$ cat src/rtl/game_pkg.sv
// Constants and types shared by the brick-breaker game blocks (ball, paddle, bricks).
package game_pkg;
  localparam int H_RES    = 640;
  localparam int V_RES    = 480;
  localparam int PADDLE_Y = 440;
  localparam int PADDLE_W = 80;

  localparam logic [23:0] BLACK = '0;
  localparam logic [23:0] WHITE = 24'hFFFFFF;

  typedef enum logic [1:0] {
    SERVE,
    MOVE,
    LOST,
    GAME_OVER
  } ball_state_t;
endpackage

$ cat src/rtl/ball_motion_if.sv
// Pixel-scan, paddle and serve inputs to the ball block, and its render/status outputs.
interface ball_motion_if;
  logic [9:0]  x;
  logic [9:0]  y;
  logic        active_pixels;
  logic [9:0]  paddle_x;
  logic        launch;
  logic [23:0] ball_color;
  logic [9:0]  ball_x;
  logic [9:0]  ball_y;
  logic        ball_lost;
  logic [1:0]  lives;
  logic        game_over;

  modport master (
    output x, y, active_pixels, paddle_x, launch,
    input  ball_color, ball_x, ball_y, ball_lost, lives, game_over
  );

  modport slave (
    input  x, y, active_pixels, paddle_x, launch,
    output ball_color, ball_x, ball_y, ball_lost, lives, game_over
  );
endinterface

$ cat src/rtl/ball_motion_frame_tick_gen.sv
// One-clock pulse per frame, raised when the scan first reaches (0, V_RES).
module frame_tick_gen #(
  parameter int V_RES = game_pkg::V_RES
) (
  input  logic       clk,
  input  logic       rst,
  input  logic [9:0] x,
  input  logic [9:0] y,
  output logic       tick
);
  logic at_frame;
  logic at_frame_q;

  // Each pixel is held for two clocks, so edge-detect to get a single pulse.
  assign at_frame = (y == 10'(V_RES)) && (x == '0);

  always_ff @(posedge clk) begin
    if (rst) begin
      at_frame_q <= 1'b0;
      tick       <= 1'b0;
    end else begin
      at_frame_q <= at_frame;
      tick       <= at_frame && !at_frame_q;
    end
  end
endmodule

$ cat src/rtl/ball_motion.sv
// Ball position/velocity, serve, bounces, miss and lives tracking, plus ball pixel render.
module ball_motion #(
  parameter int          H_RES          = game_pkg::H_RES,
  parameter int          V_RES          = game_pkg::V_RES,
  parameter int          BALL_SIZE      = 8,
  parameter int          SPEED          = 2,
  parameter int          PADDLE_Y       = game_pkg::PADDLE_Y,
  parameter int          PADDLE_W       = game_pkg::PADDLE_W,
  parameter int          RESPAWN_FRAMES = 60,
  parameter int          LIVES_INIT     = 3,
  parameter logic [23:0] BALL_RGB       = game_pkg::WHITE
) (
  input logic          clk,
  input logic          rst,
  ball_motion_if.slave bus
);
  import game_pkg::*;

  localparam int CNT_W = $clog2(RESPAWN_FRAMES + 1);

  localparam logic signed [10:0] ZERO      = 11'sd0;
  localparam logic signed [10:0] SIZE      = 11'(BALL_SIZE);
  localparam logic signed [10:0] STEP      = 11'(SPEED);
  localparam logic signed [10:0] X_MAX     = 11'(H_RES - BALL_SIZE);
  localparam logic signed [10:0] Y_MISS    = 11'(V_RES - BALL_SIZE);
  localparam logic signed [10:0] PAD_TOP   = 11'(PADDLE_Y);
  localparam logic signed [10:0] PAD_W     = 11'(PADDLE_W);
  localparam logic signed [10:0] SERVE_Y   = 11'(PADDLE_Y - BALL_SIZE);
  localparam logic signed [10:0] SERVE_OFS = 11'(PADDLE_W / 2 - BALL_SIZE / 2);
  localparam logic [CNT_W-1:0]   CNT_LAST  = CNT_W'(RESPAWN_FRAMES - 1);

  ball_state_t       state;
  logic signed [10:0] bx, by;
  logic signed [10:0] nx, ny;
  logic signed [10:0] pad, serve_x, px, py;
  logic              dx_pos, dy_pos;
  logic              hit, drawn;
  logic [CNT_W-1:0]  cnt;
  logic [1:0]        lives_q;
  logic              lost_q, over_q;
  logic              tick;

  frame_tick_gen #(.V_RES(V_RES)) u_frame_tick (
    .clk  (clk),
    .rst  (rst),
    .x    (bus.x),
    .y    (bus.y),
    .tick (tick)
  );

  assign pad     = signed'({1'b0, bus.paddle_x});
  assign serve_x = pad + SERVE_OFS;

  always_comb begin
    nx  = dx_pos ? bx + STEP : bx - STEP;
    ny  = dy_pos ? by + STEP : by - STEP;
    hit = dy_pos && (by + SIZE <= PAD_TOP) && (ny + SIZE >= PAD_TOP) &&
          (bx + SIZE > pad) && (bx < pad + PAD_W);
  end

  always_ff @(posedge clk) begin
    if (rst) begin
      state   <= SERVE;
      bx      <= serve_x;
      by      <= SERVE_Y;
      dx_pos  <= 1'b1;
      dy_pos  <= 1'b0;
      cnt     <= '0;
      lives_q <= 2'(LIVES_INIT);
      lost_q  <= 1'b0;
      over_q  <= 1'b0;
    end else begin
      lost_q <= 1'b0;
      if (tick) begin
        unique case (state)
          SERVE: begin
            bx <= serve_x;
            by <= SERVE_Y;
            if (bus.launch) begin
              dx_pos <= 1'b1;
              dy_pos <= 1'b0;
              state  <= MOVE;
            end
          end
          MOVE: begin
            // Axes resolve independently so a corner reflects both in one frame.
            if (nx <= ZERO) begin
              bx     <= ZERO;
              dx_pos <= 1'b1;
            end else if (nx >= X_MAX) begin
              bx     <= X_MAX;
              dx_pos <= 1'b0;
            end else begin
              bx <= nx;
            end
            if (ny <= ZERO) begin
              by     <= ZERO;
              dy_pos <= 1'b1;
            end else if (hit) begin
              by     <= SERVE_Y;
              dy_pos <= 1'b0;
            end else if (ny >= Y_MISS) begin
              by      <= Y_MISS;
              lives_q <= (lives_q == 2'd0) ? 2'd0 : lives_q - 2'd1;
              lost_q  <= 1'b1;
              cnt     <= '0;
              state   <= LOST;
            end else begin
              by <= ny;
            end
          end
          LOST: begin
            if (cnt == CNT_LAST) begin
              if (lives_q == 2'd0) begin
                state  <= GAME_OVER;
                over_q <= 1'b1;
              end else begin
                // Place the ball on entry so it never flashes at the miss row.
                state <= SERVE;
                bx    <= serve_x;
                by    <= SERVE_Y;
              end
            end else begin
              cnt <= cnt + 1'b1;
            end
          end
          GAME_OVER: over_q <= 1'b1;
          default:   state  <= SERVE;
        endcase
      end
    end
  end

  assign px    = signed'({1'b0, bus.x});
  assign py    = signed'({1'b0, bus.y});
  assign drawn = (state == SERVE) || (state == MOVE);

  assign bus.ball_color = (bus.active_pixels && drawn &&
                           px >= bx && px < bx + SIZE &&
                           py >= by && py < by + SIZE) ? BALL_RGB : BLACK;
  assign bus.ball_x     = bx[9:0];
  assign bus.ball_y     = by[9:0];
  assign bus.ball_lost  = lost_q;
  assign bus.lives      = lives_q;
  assign bus.game_over  = over_q;
endmodule
$ cat src/flat_wrapper.sv
// flat-port wrapper written by rule: the top's interface ports become plain ports
module ball_motion_flat import game_pkg::*;
#(
  parameter int          H_RES          = game_pkg::H_RES,
  parameter int          V_RES          = game_pkg::V_RES,
  parameter int          BALL_SIZE      = 8,
  parameter int          SPEED          = 2,
  parameter int          PADDLE_Y       = game_pkg::PADDLE_Y,
  parameter int          PADDLE_W       = game_pkg::PADDLE_W,
  parameter int          RESPAWN_FRAMES = 60,
  parameter int          LIVES_INIT     = 3,
  parameter logic [23:0] BALL_RGB       = game_pkg::WHITE
)
  (clk, rst, bus_x, bus_y, bus_active_pixels, bus_paddle_x, bus_launch, bus_ball_color, bus_ball_x, bus_ball_y, bus_ball_lost, bus_lives, bus_game_over);
  ball_motion_if bus_i ();
  input logic clk;
  input logic rst;
  input wire logic [$bits(bus_i.x)-1:0] bus_x;
  input wire logic [$bits(bus_i.y)-1:0] bus_y;
  input wire logic [$bits(bus_i.active_pixels)-1:0] bus_active_pixels;
  input wire logic [$bits(bus_i.paddle_x)-1:0] bus_paddle_x;
  input wire logic [$bits(bus_i.launch)-1:0] bus_launch;
  output wire logic [$bits(bus_i.ball_color)-1:0] bus_ball_color;
  output wire logic [$bits(bus_i.ball_x)-1:0] bus_ball_x;
  output wire logic [$bits(bus_i.ball_y)-1:0] bus_ball_y;
  output wire logic [$bits(bus_i.ball_lost)-1:0] bus_ball_lost;
  output wire logic [$bits(bus_i.lives)-1:0] bus_lives;
  output wire logic [$bits(bus_i.game_over)-1:0] bus_game_over;
  assign bus_i.x = bus_x;
  assign bus_i.y = bus_y;
  assign bus_i.active_pixels = bus_active_pixels;
  assign bus_i.paddle_x = bus_paddle_x;
  assign bus_i.launch = bus_launch;
  assign bus_ball_color = bus_i.ball_color;
  assign bus_ball_x = bus_i.ball_x;
  assign bus_ball_y = bus_i.ball_y;
  assign bus_ball_lost = bus_i.ball_lost;
  assign bus_lives = bus_i.lives;
  assign bus_game_over = bus_i.game_over;
  ball_motion #(.H_RES(H_RES), .V_RES(V_RES), .BALL_SIZE(BALL_SIZE), .SPEED(SPEED), .PADDLE_Y(PADDLE_Y), .PADDLE_W(PADDLE_W), .RESPAWN_FRAMES(RESPAWN_FRAMES), .LIVES_INIT(LIVES_INIT), .BALL_RGB(BALL_RGB)) u_core (.clk(clk), .rst(rst), .bus(bus_i));
endmodule
$ cat config.mk
export PLATFORM = sky130hd
export DESIGN_NAME = ball_motion_flat
export DESIGN_NICKNAME = d
export VERILOG_FILES = /design/src/rtl/game_pkg.sv /design/src/rtl/ball_motion_if.sv /design/src/rtl/ball_motion_frame_tick_gen.sv /design/src/rtl/ball_motion.sv /design/src/flat_wrapper.sv
export SDC_FILE = /design/constraint.sdc
export NUM_CORES = 1
export LEC_CHECK = 0
export CORE_AREA = 2 2 99 101
export CTS_BUF_LIST = sky130_fd_sc_hd__clkbuf_4
export CTS_CLUSTER_DIAMETER = 30
export DETAILED_ROUTE_END_ITERATION = 12
export DIE_AREA = 0 0 101 103
export MAX_ROUTING_LAYER = met4
export PLACE_DENSITY = 0.8
export SLEW_MARGIN = 0
export SYNTH_ARGS = -nofsm -noshare
export SYNTH_HDL_FRONTEND = slang
export SYNTH_SLANG_ARGS = --single-unit
export TNS_END_PERCENT = 30
$ cat constraint.sdc
create_clock -name clk -period 15.1 [get_ports clk]
set_input_delay 2.265 -clock clk [delete_from_list [all_inputs] [get_ports clk]]
set_output_delay 2.265 -clock clk [all_outputs]
set_load 0.02 [all_outputs]
Word level (Yosys, flattened, before mapping)
Cells that the tools add are included.
{"block": "totals", "word_cells": 127, "latchBits": 0, "ff_bits": 38, "mem_count": 0, "inputBits": 34, "romBits": 0, "ramBits": 0}
{"block": "op_classes", "magnitude_cmp": 12, "eq_ne": 17, "n_reduce_logical": 31, "n_mul": 0, "div_mod_pow": 0, "shifts": 0, "addsub": 11, "n_mux": 41, "n_bitwise": 4}
{"cell": "2-to-1 mux 11 bit", "n": 13}
{"cell": "one-hot mux 11 bit (3 select lines)", "n": 2}
{"cell": "adder 11 x 5 -> 11 bit, second input constant", "n": 3}
{"cell": "< comparator 11 bit", "n": 3}
{"cell": "2-to-1 mux 24 bit", "n": 1}
{"cell": "2-to-1 mux 6 bit", "n": 4}
{"cell": "adder 11 x 3 -> 11 bit, second input constant", "n": 2}
{"cell": "greater-or-equal comparator 11 x 10 -> 1 bit, second input constant", "n": 2}
{"cell": "greater-or-equal comparator 11 bit", "n": 2}
{"cell": "less-or-equal comparator 11 x 1 -> 1 bit, second input constant", "n": 2}
{"cell": "subtractor 11 x 3 -> 11 bit, second input constant", "n": 2}
{"cell": "AND reduction 4 bit", "n": 5}
{"cell": "2-to-1 mux 2 bit", "n": 7}
{"cell": "one-hot mux 6 bit (2 select lines)", "n": 1}
{"cell": "adder 10 x 6 -> 11 bit, second input constant", "n": 1}
{"cell": "adder 10 x 7 -> 11 bit, second input constant", "n": 1}
{"cell": "greater-or-equal comparator 11 bit, second input constant", "n": 1}
{"cell": "greater-than comparator 11 bit", "n": 1}
{"cell": "less-or-equal comparator 11 x 10 -> 1 bit, second input constant", "n": 1}
{"cell": "logical AND 1 bit", "n": 11}
{"cell": "equality test 10 x 9 -> 1 bit, second input constant", "n": 1}
{"cell": "zero test 10 bit", "n": 1}
{"cell": "!= test 2 bit, second input constant", "n": 5}
{"cell": "2-to-1 mux 1 bit", "n": 9}
{"cell": "other kinds (22)", "n": 35}

Logic depth before layout (Yosys ltp)
Gate-level depths: netlist (run 1).
{"block": "depth", "word_depth": 10, "ltp_mapped": 15, "mapped_depth_nobuf": 14}

Hierarchy
Synthesis (run 1) repeated with hierarchy kept, for this count alone.
{"block": "hier_totals", "hier_cells": 631, "area_unflattened_um2": 5146.2}
{"mod": "ball_motion", "cells_each": 619, "area_per_inst_um2": 5034.8, "instances": 1}
{"mod": "frame_tick_gen", "cells_each": 12, "area_per_inst_um2": 111.4, "instances": 1}

Least setup slack after synthesis (run 1)
OpenSTA, ideal clock, no wires.
{"block": "synth_path", "path_type": "input-to-output", "startpoint": "input bus_x[1]", "endpoint": "output bus_ball_color[10]", "cell_stages": 11, "n_path_buf": 1, "t_arrival_ns": 6.446, "setup_slack_ns": 6.389, "t_required_ns": 12.835, "cell_sequence": "ha_1 > nor2b_1 > o21ai_0 > a21oi_1 > o21a_1 > o21a_1 > o21a_1 > o21a_1 > o211ai_1 > nor4bb_1 > buf_4"}
{"block": "synth_via", "elab_chain_len": 6, "word_cells_on_any_way": 7, "classes_between": "order compare (2); mux (1); reduce/logical (4)"}
{"item": "from (decl)", "line": "flat_wrapper.sv:18", "text": "input wire logic [$bits(bus_i.x)-1:0] bus_x;"}
{"item": "greater-or-equal comparator 11 bit", "line": "ball_motion.sv:139", "text": "px >= bx && px < bx + SIZE &&"}
{"item": "logical AND 1 bit", "line": "ball_motion.sv:138", "text": "assign bus.ball_color = (bus.active_pixels && drawn &&"}
{"item": "logical AND 1 bit (*) (2 in series)", "line": "ball_motion.sv:139"}
{"item": "logical AND 1 bit (*)", "line": "ball_motion.sv:140", "text": "py >= by && py < by + SIZE) ? BALL_RGB : BLACK;"}
{"item": "2-to-1 mux 24 bit (*)", "line": "ball_motion.sv:140"}
{"item": "to (decl)", "line": "flat_wrapper.sv:23", "text": "output wire logic [$bits(bus_i.ball_color)-1:0] bus_ball_color;"}
Every way passes the cells marked *; elsewhere a longest branch is shown, timed or not.

Worst setup path after layout (run 1)
{"block": "layout_path", "startpoint": "input bus_x[1]", "endpoint": "output bus_ball_color[23]"}
Same word-level chain as after synthesis.

==> results of run 1 <==
[where the power goes]
| group | leakage [nW] | internal (W) | total [W] | switching [W] |
|---|---|---|---|---|
| clock | 0.0433 | 0.0000363 | 0.0000718 | 0.0000355 |
| combinational | 2.01 | 0.0000389 | 0.0000803 | 0.0000414 |
| sequential | 0.317 | 0.000105 | 0.000110 | 0.00000525 |
[worst min-delay path by stage]
stage                                     endpoint  depth (start not counted)                                      start
2_1_floorplan  u_core.u_frame_tick.tick$_SDFF_PP0_                          1  u_core.u_frame_tick.at_frame_q$_SDFF_PP0_
3_3_place_gp   u_core.u_frame_tick.tick$_SDFF_PP0_                          1  u_core.u_frame_tick.at_frame_q$_SDFF_PP0_
3_5_place_dp   u_core.u_frame_tick.tick$_SDFF_PP0_                          1  u_core.u_frame_tick.at_frame_q$_SDFF_PP0_
4_1_cts        u_core.u_frame_tick.tick$_SDFF_PP0_                          1  u_core.u_frame_tick.at_frame_q$_SDFF_PP0_
5_1_grt        u_core.u_frame_tick.tick$_SDFF_PP0_                          1  u_core.u_frame_tick.at_frame_q$_SDFF_PP0_
6_report       u_core.u_frame_tick.tick$_SDFF_PP0_                          1  u_core.u_frame_tick.at_frame_q$_SDFF_PP0_
[layout make-up]
class | count | area [um2]
clock buffer | 6 | 45.04
clock inverter | 2 | 33.78
fill | 847 | 3864
inverter | 63 | 236.5
multi-input combinational | 440 | 3478
sequential | 37 | 850.8
tap | 114 | 142.6
timing repair buffer | 81 | 808.3
[cell usage in the layout, fill, tap and decap left out, drive strengths merged, types with 4 or more instances in the layout]
cell type and n:
nor4bb 5, o32ai 4, nor2 22, nand4 12, clkdlybuf4s50 80, o21ai 28, nor3 21, nor4 7
o31ai 6, a2111oi 6, xnor2 25, xor2 13, or2 5, a21oi 32, or3 5, edfxtp 11
a211oi 7, o21a 13, and3 4, ha 81, o22ai 4, inv 63, a21o 15, or4 6
and2 7, nand2b 7, a31oi 7, nand2 28, nand3 23, o311ai 6, dfxtp 26, clkbuf 6
[logic make-up after synthesis]
family | share of synthesized area [%]
and+or+nand+nor | 18.16
AOI/OAI and AO/OA | 23.37
buffers and inverters | 13.28
adders and majority gates | 21.18
xor gates and xnor gates | 6.841
DFF | 17.10
other | 0.07538
[worst max-delay path: stages]
cell             delay, ps
clkdlybuf4s50_1        500
ha_1                   250
nor2b_1                130
o21ai_0                210
a21oi_1                110
o21a_1                 180
o21a_1                 170
o21a_1                 160
o21a_1                 160
o211ai_1               150
nor4bb_4               850
clkdlybuf4s50_1        770
[per-layer routing]
metal	global-route usage (%)	vias to the layer above	part of all wire, %
met3	3.186	21	5.3
met2	39.13	132	45
met5	-	-	0
met4	7.900	0	2.2
li1	-	2220	-
met1	30.59	2106	47
[flip-flops by register name, summed over array words and instances (netlist names)]
signal / flops
u_core.bus.lives: 2
u_core.u_frame_tick.at_frame_q: 1
u_core.dx_pos: 1
u_core.bus.game_over: 1
u_core.by: 10
u_core.bus.ball_lost: 1
u_core.u_frame_tick.tick: 1
u_core.cnt: 6
u_core.state: 2
u_core.dy_pos: 1
u_core.bx: 11
[per-stage QoR]
step | util, % | hold slack (ps) | power (W)
final | 59.15 | 445.1 | 0.0002625
after global routing | 59.15 | 460.0 | 0.0002766
after CTS | 59.15 | 442.0 | 0.0002625
after detailed placement | 58.32 | 420.0 | 0.0001923
after global placement | 58.32 | 421.5 | 0.0001889
after floorplan | - | 373.2 | 0.0001661
==> flow_metrics.py, run 1 <==
metrics = {
    "worst_setup_path": {
        "rrSetupSlack_ps": 10870,
        "critPathLaunch": "bus_x[1]",
        "crit_type": "in -> out",
        "crit_required_ps": 12840,
        "ff2ff_path_depth": 14,
        "cp-end-kind": "primary output",
        "cp.arrival_ps": 5920,
        "startpoint_type": "primary input",
        "r2r-end": "u_core.cnt[2]$_SDFFE_PP0P_",
        "r2r-start": "u_core.dy_pos$_SDFFE_PP0P_",
        "crit_end": "bus_ball_color[23]",
        "crit_path_max_fanout": 24,
    },
    "detailed_routing": {
        "drtIter0Drc": 255,
        "vias_per_cell": 6.028,
        "drc_errors": 0,
        "drt-total-wl_mm": 11.97,
        "drt-pass1-iter-count": 6,
        "vias": 4479,
        "ant_nets": 0,
        "wire_per_inst_um": 16.11,
    },
    "die": {
        "start_util_pct": 52.59,
        "core_mm2": 0.009459,
        "die_area_mm2": 0.01040,
        "rows": 36,
        "fp.dieW_um": 101,
        "io_pins": 82,
        "dieHeight_um": 103,
    },
    "synthesis": {
        "synth_fp_nets": 712,
        "synth_flop_cell": "dfxtp_1",
        "seq_area_frac_synth_pct": 17.10,
        "synth_area_leaders": "ha_1 (20%), dfxtp_1 (10%), buf_4 (6.8%)",
        "yosys-top-cells-count": "ha_1 (81), inv_1 (62), buf_4 (45)",
        "synth_edf_count": 11,
        "async_reset_ff_share_pct": 0,
        "synth_area_per_cell_um2": 8.361,
        "yosysTopAreaCellShare_pct": 20.37,
        "syn_inst": 595,
        "yosysMostFrequentCell": "ha_1",
        "synth_warnings": 0,
        "synthesis.area_mm2": 0.004975,
        "ys_types": 83,
        "ys_ff_latch": 37,
        "yosysTopAreaCell": "ha_1",
    },
    "place": {
        "post-place-ws_ps": 6870,
        "portBuffers": 80,
        "dp_hpwl_mm": 9.749,
        "placed_cells": 735,
        "gp_congestion": 0.9073,
        "place_area_mm2": 0.005517,
    },
    "sta": {
        "worst_pin_slew_ps": 915.5,
        "fmax_mhz": 122.1,
        "rsz0062_at_grt": "no",
        "setup_viol": 0,
        "timing.setup.tns_ps": 0,
        "drv_slew": 0,
        "worst_slack_ps": 6912,
        "finalCritPeriodShare_pct": 54.23,
        "hold_viol_final": 0,
        "fin_skew_ps": 22.53,
        "slew-limit-headroom_pct": 38.87,
        "period_needed_ps": 8188,
    },
    "clock_network": {
        "cts_buffers": 5,
        "cts_resized": 0,
        "ctsLongestPathBuffers": 2,
        "cts_setup_buffers": 0,
        "clock_sinks": 37,
        "clk_pin_slew_ps": 140,
        "ctsHoldBuffers": 0,
        "clock_latency_ps": 350,
        "ctsHtreeMaxLevel": 2,
        "root_buffer": "clkbuf_4",
        "cts_tree": "built",
    },
    "status": {
        "outcome": "finished clean",
    },
    "cells_and_area": {
        "drive_gt1_share_pct": 6.041,
        "area_growth_pct": 12.47,
        "antenna_cells": 0,
        "fin_cells": 743,
        "fin_nets": 745,
        "finalInstanceArea_mm2": 0.005595,
    },
    "global_route": {
        "overflow": 0,
        "grt_pass1_vias": 4290,
        "antenna_found_initial": 0,
        "grt_pass1_wl_mm": 19.61,
        "grtUsageTotal_pct": 23.89,
        "grt_max_degree": 25,
    },
    "pwr": {
        "peakVddDrop_v": 0.00003392,
        "power_leakage_nw": 2.372,
        "p_per_area_mw_per_mm2": 46.92,
    },
    "hold_path": {
        "hp-class": "reg -> reg",
    },
    "run": {
        "maxCapViolCount": 0,
    },
}
Power figures use the tool's default switching activity.
==> run 2, diff against run 1 <==
CORE_AREA = 2 2 102 104   (was 2 2 99 101)
DIE_AREA = 0 0 104 106   (was 0 0 101 103)
PLACE_DENSITY = 0.79   (was 0.8)
clock period = 6.8 ns   (was 15.1 ns; I/O delays follow)
==> run 2 against run 1 <==
- via count decreased by 0.89%
- routed wire length increased by 0.74%
- worst setup slack worse by 5800 ps
- combinational power is 120% higher
- clock power is 71% higher
- non-clock buffer count down 1
- core utilization is 3.2 points lower
- critical path type unchanged
- first-iteration DRC count shrank 18%
- flip-flop and latch count unchanged
==> flow_metrics.py, run 2 (same netlist as run 1, synthesis figures left out) <==
metrics = {
    "detailed_routing": {
        "vias": 4439,
        "vias_per_cell": 5.810,
        "drtIter0Drc": 208,
        "drc_errors": 0,
        "drt-total-wl_mm": 12.06,
        "ant_nets": 0,
        "wire_per_inst_um": 15.79,
        "drt-pass1-iter-count": 5,
    },
    "clock_network": {
        "ctsHtreeMaxLevel": 2,
        "clock_latency_ps": 370,
        "cts_buffers": 5,
        "cts_tree": "built",
        "root_buffer": "clkbuf_4",
        "clk_pin_slew_ps": 130,
        "cts_setup_buffers": 0,
        "cts_resized": 0,
        "ctsHoldBuffers": 0,
        "clock_sinks": 37,
        "ctsLongestPathBuffers": 2,
    },
    "global_route": {
        "grt_pass1_vias": 4420,
        "antenna_found_initial": 0,
        "grt_max_degree": 25,
        "overflow": 0,
        "grt_pass1_wl_mm": 20.56,
        "grtUsageTotal_pct": 22.96,
    },
    "pwr": {
        "pwr-share-comb_pct": 32.9,
        "p_per_area_mw_per_mm2": 98.04,
        "peakVddDrop_v": 0.00005760,
        "power_leakage_nw": 2.358,
        "power_w": 0.0005481,
        "p_sw_w": 0.0001879,
        "clkPwrFrac_pct": 22.4,
        "p_seq_share_pct": 44.7,
        "switching_share_pct": 34.29,
        "intPower_w": 0.0003601,
    },
    "status": {
        "outcome": "finished clean",
    },
    "die": {
        "rows": 37,
        "start_util_pct": 49.75,
        "dieHeight_um": 106,
        "fp.dieW_um": 104,
        "core_mm2": 0.01000,
        "die_area_mm2": 0.01102,
        "io_pins": 82,
    },
    "sta": {
        "period_needed_ps": 5706,
        "timing.setup.tns_ps": 0,
        "worst_slack_ps": 1094,
        "fmax_mhz": 175.3,
        "drv_slew": 0,
        "fin_skew_ps": 18.34,
        "slew-limit-headroom_pct": 26.38,
        "worst_pin_slew_ps": 1093,
        "rsz0062_at_grt": "no",
        "finalCritPeriodShare_pct": 83.91,
        "setup_viol": 0,
        "hold_viol_final": 0,
    },
    "place": {
        "gp_congestion": 0.8645,
        "portBuffers": 80,
        "dp_hpwl_mm": 9.869,
        "post-place-ws_ps": 1058,
    },
    "cells_and_area": {
        "fin_nets": 744,
        "top_register": "u_core.bx",
        "largest_reg_flops": 11,
        "final_util_pct": 55.91,
        "top_regs": "u_core.bx x11, u_core.by x10, u_core.cnt x6",
        "drive_gt1_share_pct": 5.892,
        "final_cell_mix": "ha_1 (81), clkdlybuf4s50_1 (80), inv_1 (62)",
        "area_growth_pct": 12.37,
        "antenna_cells": 0,
        "final_common_cell": "ha_1",
    },
    "worst_setup_path": {
        "crit_required_ps": 5780,
        "ff2ff_path_depth": 11,
        "startpoint_type": "primary input",
        "crit_path_max_fanout": 24,
        "r2r-end": "u_core.cnt[0]$_SDFFE_PP0P_",
        "cp.arrival_ps": 4690,
        "r2r-start": "u_core.dy_pos$_SDFFE_PP0P_",
        "cp-end-kind": "primary output",
        "rrSetupSlack_ps": 2670,
        "crit_type": "in -> out",
        "critPathLaunch": "bus_x[1]",
    },
    "hold_path": {
        "worstHoldPathCells": 1,
        "hp-class": "reg -> reg",
        "hold_path_end": "u_core.u_frame_tick.tick$_SDFF_PP0_",
        "holdCritStartpoint": "u_core.u_frame_tick.at_frame_q$_SDFF_PP0_",
    },
    "run": {
        "maxCapViolCount": 0,
    },
}
[run 2: cell types whose count changed in the layout (fill, tap and decap cells not counted)]
cell,delta
bufinv_16,-1
inv_2,+1
buf_4,-1
clkbuf_4,-1
inv_6,+1
[run 2: area by class of cell]
cell class                 count  area (um2)
multi-input combinational    440        3478
sequential                    37       850.8
inverter                      63       236.5
clock buffer                   5       37.54
fill                         925        4409
clock inverter                 3       16.27
tap                          136       170.2
timing repair buffer          80       800.8
[run 2: how the worst max path moves through the flow]
| stage | end | cells after the start |
|---|---|---|
| floorplan | bus_ball_color[10] | 11 |
| global placement | bus_ball_color[10] | 12 |
| detailed placement | bus_ball_color[19] | 12 |
| CTS | bus_ball_color[19] | 12 |
| global route | bus_ball_color[19] | 12 |
| finish | bus_ball_color[19] | 12 |
[run 2: metal layers]
layer,routed length [um],vias to the layer above,GRT usage (%),part of all wire [%]
met5,0,-,-,0
met4,174,0,5.309,1.4
met3,647,12,3.495,5.4
met2,5768,127,39.61,48
met1,5470,2090,28.44,45
li1,-,2210,-,-
[run 2: power by group through the flow]
stage	Sequential, W	Combinational [W]	Clock [W]
after floorplan	0.000245	0.000124	0
after global placement	0.000250	0.000169	0
after detailed placement	0.000250	0.000178	0
after CTS	0.000245	0.000180	0.000124
after global routing	0.000246	0.000202	0.000134
final	0.000245	0.000180	0.000123
[run 2: worst max-delay path: stages]
cell and delay (ps):
clkdlybuf4s50_1 490, ha_1 250, nor2b_1 130, o21ai_0 220, a21oi_1 110, o21a_1 180, o21a_1 160, o21a_1 160
o21a_1 160, o211ai_1 160, nor4bb_4 870, clkdlybuf4s50_1 760
[run 2: per-stage QoR]
step	hold slack [ps]	cells	cell area, um2
2_1_floorplan	373.2	595	4975
3_3_place_gp	422.4	756	5537
3_5_place_dp	422.0	756	5537
4_1_cts	453.4	764	5590
5_1_grt	475.4	764	5590
6_report	460.8	764	5590
==> run 3, diff against run 2 <==
CORE_AREA = 2 2 99 101   (was 2 2 102 104)
DIE_AREA = 0 0 101 103   (was 0 0 104 106)
PLACE_DENSITY = 0.8   (was 0.79)
clock period = 5.97 ns   (was 6.8 ns; I/O delays follow)
==> run 3 against run 2 <==
- count of clock-buffer cells in the layout unchanged
- largest cell class unchanged
- core utilization grew 3.1 points
- sequential share of layout area is essentially flat
- clock skew decreased by 5.1 ps
- non-clock buffer count is 2 higher
- worst setup slack got worse by 600 ps
- global-route usage grew 0.90 points
- flip-flop and latch count stayed put
- power increased by 14%
- die area down 5.6%
- register-to-register slack worse by 860 ps
==> flow_metrics.py, run 3 (same netlist as run 1, synthesis figures left out) <==
metrics = {
    "cells_and_area": {
        "top_regs": "u_core.bx x11, u_core.by x10, u_core.cnt x6",
        "top_register": "u_core.bx",
        "fin_cells": 744,
        "final_cell_mix": "ha_1 (81), clkdlybuf4s50_1 (80), inv_1 (62)",
        "area_growth_pct": 12.15,
        "fin_nets": 746,
        "drive_gt1_share_pct": 6.349,
        "fill_cells": 840,
        "antenna_cells": 0,
        "final_common_cell": "ha_1",
        "largest_reg_flops": 11,
    },
    "place": {
        "dp_hpwl_mm": 9.715,
        "portBuffers": 80,
        "gp_congestion": 0.9023,
        "post-place-ws_ps": 474.5,
        "placed_cells": 736,
    },
    "global_route": {
        "overflow": 0,
        "grt_pass1_vias": 4266,
        "grt_max_degree": 25,
        "antenna_found_initial": 0,
        "grtUsageTotal_pct": 23.86,
        "grt_pass1_wl_mm": 19.70,
    },
    "sta": {
        "slew-limit-headroom_pct": 35.07,
        "timing.setup.tns_ps": 0,
        "finalCritPeriodShare_pct": 91.68,
        "hold_viol_final": 0,
        "hold_slack_ps": 449.0,
        "fin_skew_ps": 13.21,
        "fmax_mhz": 182.7,
        "period_needed_ps": 5474,
        "setup_viol": 0,
        "worst_slack_ps": 496.5,
        "worst_pin_slew_ps": 972.6,
        "rsz0062_at_grt": "no",
        "drv_slew": 0,
    },
    "hold_path": {
        "hp-class": "reg -> reg",
        "worstHoldPathCells": 1,
        "holdCritStartpoint": "u_core.u_frame_tick.at_frame_q$_SDFF_PP0_",
        "hold_path_end": "u_core.u_frame_tick.tick$_SDFF_PP0_",
    },
    "detailed_routing": {
        "drt-pass1-iter-count": 5,
        "vias": 4419,
        "vias_per_cell": 5.940,
        "drc_errors": 0,
        "drt-total-wl_mm": 12.00,
        "wire_per_inst_um": 16.12,
        "drtIter0Drc": 197,
        "ant_nets": 0,
    },
    "clock_network": {
        "root_buffer": "clkbuf_4",
        "clk_pin_slew_ps": 120,
        "cts_setup_buffers": 0,
        "clock_sinks": 37,
        "ctsLongestPathBuffers": 2,
        "cts_buffers": 5,
        "cts_tree": "built",
        "ctsHtreeMaxLevel": 2,
        "ctsHoldBuffers": 0,
        "clock_latency_ps": 370,
        "cts_resized": 0,
    },
    "worst_setup_path": {
        "r2r-start": "u_core.dy_pos$_SDFFE_PP0P_",
        "rrSetupSlack_ps": 1810,
        "crit_buf_inv": 2,
        "crit_chain": "clkdlybuf4s50_1 -> ha_1 -> nor2b_1 -> o21ai_0 -> a21oi_1 -> o21a_1 -> o21a_1 -> o21a_1 -> o21a_1 -> o211ai_1 -> nor4bb_4 -> clkdlybuf4s50_1",
        "startpoint_type": "primary input",
        "ff2ff_path_depth": 14,
        "critPathLaunch": "bus_x[1]",
        "critPathMostFrequentCell": "o21a_1",
        "crit_type": "in -> out",
        "critPathMaxStageDelay_ps": 900,
        "cp-end-kind": "primary output",
        "crit_path_max_fanout": 24,
        "crit_required_ps": 5070,
        "r2r-end": "u_core.cnt[1]$_SDFFE_PP0P_",
        "cp_slowest_cell": "nor4bb_4",
        "critPathTopFamily": "buffers and inverters",
        "cp.arrival_ps": 4580,
    },
    "die": {
        "dieHeight_um": 103,
        "die_area_mm2": 0.01040,
        "start_util_pct": 52.59,
        "rows": 36,
        "io_pins": 82,
        "core_mm2": 0.009459,
        "fp.dieW_um": 101,
    },
    "pwr": {
        "p_sw_w": 0.0002148,
        "p_seq_share_pct": 44.5,
        "power_w": 0.0006246,
        "p_per_area_mw_per_mm2": 112.0,
        "intPower_w": 0.0004098,
        "clkPwrFrac_pct": 22.5,
        "pwr-share-comb_pct": 32.9,
        "power_leakage_nw": 2.365,
        "switching_share_pct": 34.39,
        "peakVddDrop_v": 0.00007281,
    },
    "status": {
        "outcome": "finished clean",
    },
    "run": {
        "maxCapViolCount": 0,
    },
}
## run 3: changes by cell type in the layout (fill, tap and decap cells not counted)
cell / previous run / this run
clkinv_2: 0 / 2
clkinvlp_4: 0 / 1
inv_2: 2 / 1
inv_6: 1 / 0
clkinv_1: 1 / 0
buf_4: 0 / 2
## run 3: cell type report
type | instances | area, um2 | area share, %
multi-input cells | 440 | 3478 | 62.35
flip-flops and latches | 37 | 850.8 | 15.25
repair buffers | 82 | 815.8 | 14.62
inverters | 63 | 236.5 | 4.239
well taps | 114 | 142.6 | 2.557
clock buffers | 5 | 37.54 | 0.6728
clock inverters | 3 | 17.52 | 0.3140
## run 3: routing by layer
layer  vias to the layer above  share of wire [%]  track usage, %  wire length, um
met5                         -                  0               -                0
li1                       2217                  -               -                -
met4                         0                1.0           5.094              123
met2                        88                 50           42.56             6020
met3                        10                3.6           2.441              433
met1                      2104                 45           29.28             5417
## run 3: through the flow
step	util, %	instance area (um2)
final	58.98	5579
after global routing	58.98	5579
after CTS	58.98	5579
after detailed placement	58.40	5524
after global placement	58.40	5524
after floorplan	-	4981
## run 3: power groups by stage
stage | clock, W | combinational (W) | sequential [W]
final | 0.000141 | 0.000206 | 0.000278
after global routing | 0.000153 | 0.000229 | 0.000280
after CTS | 0.000141 | 0.000205 | 0.000278
after detailed placement | 0 | 0.000203 | 0.000284
after global placement | 0 | 0.000194 | 0.000284
after floorplan | 0 | 0.000141 | 0.000279
## run 3: worst reg2reg max path: cells and delay by family (launching register included)
| family | cells | cell delay (ps) |
|---|---|---|
| fa+ha+maj | 2 | 620 |
| simple gates | 2 | 640 |
| buf+inv | 2 | 430 |
| xor+xnor | 1 | 270 |
| compound gates | 7 | 1710 |
| flops | 1 | 370 |
## run 3: worst max path at each step
stage / slack [ps] / to / cells after the start
after floorplan: 930 / bus_ball_color[10] / 11
after global placement: 690 / bus_ball_color[13] / 12
after detailed placement: 470 / bus_ball_color[0] / 12
after CTS: 470 / bus_ball_color[0] / 12
after global routing: 140 / bus_ball_color[0] / 12
final: 500 / bus_ball_color[0] / 12
